==> src/rtl/light_pkg.sv <==
// Shared types and constants for the traffic light sequencer.
// Phase codes, FSM states, timer width and default phase durations.
package light_pkg;

  localparam int TIMER_W = 6;

  localparam int RED_TIME_DEF    = 18;
  localparam int GREEN_TIME_DEF  = 15;
  localparam int YELLOW_TIME_DEF = 3;
  localparam int PED_SHORT_DEF   = 5;

  typedef enum logic [1:0] {
    PH_RED    = 2'd0,
    PH_GREEN  = 2'd1,
    PH_YELLOW = 2'd2
  } phase_t;

  typedef enum logic [1:0] {
    ST_IDLE = 2'd0,
    ST_ARM  = 2'd1,
    ST_RUN  = 2'd2
  } state_t;

  function automatic phase_t next_phase(input phase_t p);
    case (p)
      PH_RED:   return PH_GREEN;
      PH_GREEN: return PH_YELLOW;
      default:  return PH_RED;
    endcase
  endfunction

endpackage

==> src/rtl/lamp_decoder.sv <==
// Registered one-hot lamp drive from the next-phase value, so the lamps
// switch on the same edge as the phase register.
module lamp_decoder
  import light_pkg::*;
(
  input  logic   clk,
  input  logic   reset,
  input  phase_t phase_nxt,
  output logic   red,
  output logic   yellow,
  output logic   green
);

  always_ff @(posedge clk or posedge reset) begin
    if (reset) begin
      red    <= 1'b1;
      yellow <= 1'b0;
      green  <= 1'b0;
    end else begin
      case (phase_nxt)
        PH_GREEN: begin
          red    <= 1'b0;
          yellow <= 1'b0;
          green  <= 1'b1;
        end
        PH_YELLOW: begin
          red    <= 1'b0;
          yellow <= 1'b1;
          green  <= 1'b0;
        end
        default: begin
          red    <= 1'b1;
          yellow <= 1'b0;
          green  <= 1'b0;
        end
      endcase
    end
  end

endmodule

==> src/rtl/light_sequencer.sv <==
// Traffic light phase sequencer driving an external down-counter.
// Optional pedestrian request handling is enabled with `define PED_REQ_EN.
//
// state | meaning
// IDLE  | parked, phase held; enable loads the current phase duration
// ARM   | one cycle while the counter takes the load; counter ignored
// RUN   | waiting for counter_value to reach 0
module light_sequencer
  import light_pkg::*;
#(
  parameter int RED_TIME    = RED_TIME_DEF,
  parameter int GREEN_TIME  = GREEN_TIME_DEF,
  parameter int YELLOW_TIME = YELLOW_TIME_DEF
`ifdef PED_REQ_EN
  , parameter int PED_SHORT = PED_SHORT_DEF
`endif
) (
  input  logic               clk,
  input  logic               reset,
  input  logic               enable,
  input  logic [TIMER_W-1:0] counter_value,
`ifdef PED_REQ_EN
  input  logic               ped_req,
  output logic               walk,
`endif
  output logic [TIMER_W-1:0] timer_value,
  output logic               load,
  output logic               red,
  output logic               yellow,
  output logic               green,
  output logic [1:0]         phase
);

  localparam logic [TIMER_W-1:0] RED_T    = TIMER_W'(RED_TIME);
  localparam logic [TIMER_W-1:0] GREEN_T  = TIMER_W'(GREEN_TIME);
  localparam logic [TIMER_W-1:0] YELLOW_T = TIMER_W'(YELLOW_TIME);

  state_t             state_q, state_d;
  phase_t             phase_q, phase_d;
  logic               load_q, load_d;
  logic [TIMER_W-1:0] tv_q, tv_d;

  function automatic logic [TIMER_W-1:0] phase_dur(input phase_t p);
    case (p)
      PH_GREEN:  return GREEN_T;
      PH_YELLOW: return YELLOW_T;
      default:   return RED_T;
    endcase
  endfunction

`ifdef PED_REQ_EN
  localparam logic [TIMER_W-1:0] PED_T = TIMER_W'(PED_SHORT);

  logic ped_q, ped_d;
  logic short_q, short_d;
  logic walk_q, walk_d;
  logic red_entry;
`endif

  always_ff @(posedge clk or posedge reset) begin
    if (reset) begin
      state_q <= ST_IDLE;
      phase_q <= PH_RED;
      load_q  <= 1'b0;
      tv_q    <= RED_T;
    end else begin
      state_q <= state_d;
      phase_q <= phase_d;
      load_q  <= load_d;
      tv_q    <= tv_d;
    end
  end

  always_comb begin
    state_d = state_q;
    phase_d = phase_q;
    load_d  = 1'b0;
    tv_d    = tv_q;
`ifdef PED_REQ_EN
    short_d = short_q;
`endif
    case (state_q)
      ST_IDLE: begin
        if (enable) begin
          load_d  = 1'b1;
          tv_d    = phase_dur(phase_q);
          state_d = ST_ARM;
        end
      end
      ST_ARM: begin
        state_d = enable ? ST_RUN : ST_IDLE;
      end
      ST_RUN: begin
        if (!enable) begin
          state_d = ST_IDLE;
        end else if (counter_value == '0) begin
          phase_d = next_phase(phase_q);
          load_d  = 1'b1;
          tv_d    = phase_dur(phase_d);
          state_d = ST_ARM;
`ifdef PED_REQ_EN
          short_d = 1'b0;
        end else if (phase_q == PH_GREEN && ped_q && !short_q &&
                     counter_value > PED_T) begin
          // Cut the remaining green short once; phase is unchanged.
          load_d  = 1'b1;
          tv_d    = PED_T;
          state_d = ST_ARM;
          short_d = 1'b1;
`endif
        end
      end
      default: state_d = ST_IDLE;
    endcase
  end

`ifdef PED_REQ_EN
  always_comb begin
    red_entry = (phase_d == PH_RED) && (phase_q != PH_RED);
    ped_d     = (ped_q && !red_entry) || ped_req;
    walk_d    = 1'b0;
    if (red_entry)
      walk_d = ped_q;
    else if (phase_d == PH_RED)
      walk_d = walk_q;
  end

  always_ff @(posedge clk or posedge reset) begin
    if (reset) begin
      ped_q   <= 1'b0;
      short_q <= 1'b0;
      walk_q  <= 1'b0;
    end else begin
      ped_q   <= ped_d;
      short_q <= short_d;
      walk_q  <= walk_d;
    end
  end

  assign walk = walk_q;
`endif

  lamp_decoder u_lamp (
    .clk       (clk),
    .reset     (reset),
    .phase_nxt (phase_d),
    .red       (red),
    .yellow    (yellow),
    .green     (green)
  );

  assign timer_value = tv_q;
  assign load        = load_q;
  assign phase       = phase_q;

endmodule

==> config.mk <==
export PLATFORM = sky130hd
export DESIGN_NAME = light_sequencer
export DESIGN_NICKNAME = d
export VERILOG_FILES = /design/src/rtl/light_pkg.sv /design/src/rtl/lamp_decoder.sv /design/src/rtl/light_sequencer.sv
export SDC_FILE = /design/constraint.sdc
export NUM_CORES = 1
export LEC_CHECK = 0
export ABC_CLOCK_PERIOD_IN_PS = 1700
export BUFFER_PORTS_ARGS = -buffer_cell sky130_fd_sc_hd__buf_2
export CAP_MARGIN = 20
export CORE_MARGIN = 2
export CORE_UTILIZATION = 40
export CTS_CLUSTER_SIZE = 20
export DETAILED_ROUTE_END_ITERATION = 16
export PLACE_DENSITY = 0.66
export SYNTH_ARGS = -nofsm -noshare
export SYNTH_HDL_FRONTEND = slang
export SYNTH_SLANG_ARGS = --single-unit
==> constraint.sdc <==
create_clock -name clk -period 1.7 [get_ports clk]
set_input_delay 0.34 -clock clk [delete_from_list [all_inputs] [get_ports clk]]
set_output_delay 0.34 -clock clk [all_outputs]
set_load 0.03 [all_outputs]
==> impl_metrics.csv <==
group,metric,value,unit
clocking,clk_latency,0.26,ns
synth,yosysTopAreaCell,"dfrtp_1",
clocking,cts_resized,0,
power_and_ir_drop,peakVddDrop,468,µV
power_and_ir_drop,swShare,32.2,%
synth,seq_area_frac_synth,47.8,%
synth,synthArstFlopShare,100,%
cells_and_area,post_layout_nonfiller_instances,80,
min_path,hold_path.class,"in2async",
critical_path,critPathLaunchType,"flop",
critical_path,path_cells,"nor2b_1, nand4_4, mux2_2, ha_1",
cells_and_area,area_growth,20.7,%
critical_path,critical-path-top-delay-family,"simple AND/OR/NAND/NOR gates",
critical_path,cp_num_buf_inv,0,
power_and_ir_drop,power.density,946,nW/µm²
critical_path,worstPathRequired,1.89,ns
clocking,clock_sinks,11,
grt,grt_pass1_wl,1500,µm
cells_and_area,diodes,0,
grt,antenna_found_initial,0,
drt,viasPerCell,4.54,
placement,io_buffers,18,
critical_path,rr_worst_depth,4,
synth,synth_edf_count,0,
placement,gp_congestion,0.741,
critical_path,max_stage_delay,0.40,ns
grt,grt_start_max_net_pins,12,
floorplan,die_h,42.1,µm
drt,finalWirelength,882,µm
timing,setup_violations,0,
synth,yosysWarnings,0,
synth,synth_fp_nets,58,
clocking,cts_tree,"built",
synth,synth_cells,45,
critical_path,end_kind,"flop",
critical_path,critPathLaunch,"state_q[0]",
drt,drt-initial-drc-count,1,
timing,setup_tns,0,ns
placement,dpl-instance-area,674,µm²
cells_and_area,fill_cells,125,
power_and_ir_drop,pwr-share-comb,27.0,%
timing,final_hold_viol_count,0,
drt,num_vias,363,
drt,postRouteAntennaNets,0,
clocking,holdBufCountCts,0,
critical_path,crit_slowest_cell,"dfrtp_1",
power_and_ir_drop,clkPwrFrac,26.1,%
timing,slew_violations,0,
synth,yosys-top-cells-count,"dfrtp_1 (9), mux2_2 (5), ha_1 (4), inv_1 (4), mux2i_1 (4)",
floorplan,io_pins,21,
clocking,cts_setup_buffers,0,
job,cap_violations,0,
synth,ys_seq_elements,11,
critical_path,reg2reg_from,"state_q[0]",
floorplan,core,1330,µm²
drt,dr.pass1.iters,2,
synth,synth_top_area_share,38.8,%
cells_and_area,finalInstanceArea,701,µm²
outcome,status,"finished, final reports clean",
synth,synth_area_leaders,"dfrtp_1 (39%), mux2_2 (9.7%), dfstp_2 (9.1%)",
power_and_ir_drop,p_int,0.449,mW
critical_path,crit_fanout,4,
cells_and_area,nets,79,
floorplan,die-width,42.1,µm
cells_and_area,drive_gt1_share,50.8,%
clocking,htreeDepth,1,
clocking,cts.reportedPaths.clkPinSlew,0.07,ns
drt,drcViolationCount,0,
drt,wl_per_cell,11.0,µm
grt,grt_overflow_total,0,
floorplan,die_area,1770,µm²
clocking,cts_made_buffers,3,
floorplan,row_count,13,
synth,synth_most_common_cell,"dfrtp_1",
timing,max_freq,665,MHz
synth,synth_cell_types,18,
synth,synth_area,581,µm²
grt,grt_pass1_vias,374,
critical_path,crit_end,"u_lamp.red",
placement,post-place-cells,76,
critical_path,r2r_setup_slack,0.20,ns
power_and_ir_drop,p_leak,0.372,nW
clocking,clockBufferDepth,2,
placement,dp_hpwl,698,µm
timing,period_needed,1.50,ns
synth,ys.flop_type,"dfrtp_1",
timing,hold_slack,0.0540,ns
critical_path,worstPathArrival,1.69,ns
clocking,cts_root_buf,"clkbuf_4",
timing,rsz0062_at_grt,"no",
critical_path,r2r-end,"u_lamp.red",
timing,fin_skew,0.000943,ns
floorplan,start_util,43.5,%
timing,finalCritPeriodShare,88.4,%
critical_path,cp.depth,4,
grt,grt_usage,11.3,%
synth,synth.avg_cell_area,12.9,µm²
power_and_ir_drop,seqPwrFrac,46.9,%
power_and_ir_drop,power.switching,0.214,mW
critical_path,crit_type,"reg2reg",
## per-stage QoR
stage / setup slack [ns] / power (mW) / utilization [%]
3_3_place_gp: 0.0140 / 0.495 / 50.6
5_1_grt: 0.0803 / 0.700 / 52.5
6_report: 0.196 / 0.663 / 52.5
3_5_place_dp: -0.0253 / 0.498 / 50.6
4_1_cts: 0.185 / 0.674 / 52.5
2_1_floorplan: 0.188 / 0.457 / -
## registers in the layout, summed over array words and instances, names as in the netlist
name and count:
u_lamp.green 1, u_lamp.red 1, state_q 2, phase 2, timer_value 3, load 1
u_lamp.yellow 1
## routing by layer
layer	vias up	track usage [%]	wire (µm)
met1	164	14.3	395
li1	185	-	-
met2	14	17.2	419
met4	0	7.50	0
met5	-	0	0
met3	0	2.59	68
## final cells by class
type	instances	area [µm²]	share of cell area [%]
clock buffers	4	26.3	3.75
flip-flops and latches	11	278	39.6
multi-input cells	27	265	37.9
well taps	15	18.8	2.68
inverters	4	15.0	2.14
repair buffers	19	97.6	13.9
## placed cells by master, fill, tap and decap left out, drive strengths merged, types with 2 or more instances in the layout
master   n
nor2b    2
ha       4
conb     2
dfstp    2
dfrtp    9
buf     19
a31o     2
inv      4
mux2     5
clkbuf   4
mux2i    4
## worst min path at each step
stage / from / endpoint / depth (start not counted)
final: reset / timer_value[0] / 2
after global routing: reset / phase[1] / 2
after CTS: reset / timer_value[0] / 2
after detailed placement: reset / timer_value[0] / 2
after global placement: reset / timer_value[0] / 2
after floorplan: reset / load / 1
## worst reg2reg max path: cells and delay by family, from the launching register on
family | cells | cell delay [ns]
and+or+nand+nor | 2 | 0.45
DFF | 1 | 0.40
adders and majority gates | 1 | 0.27
muxes | 1 | 0.31
## power by group through the flow
stage          Sequential (mW)  Clock (mW)  Combinational [mW]
5_1_grt                  0.316       0.191               0.193
3_3_place_gp             0.316           0               0.180
4_1_cts                  0.311       0.180               0.182
6_report                 0.311       0.173               0.179
2_1_floorplan            0.364           0              0.0933
3_5_place_dp             0.316           0               0.181
## cell families after synthesis
family          share of synthesized area, %
fa+ha+maj                               8.62
flops                                   47.8
buf+inv                                 6.46
compound gates                          5.17
other cells                             1.29
simple gates                            12.5
xor+xnor                                1.51
mux                                     16.6
Note: power is estimated with default switching activity, not from simulation.
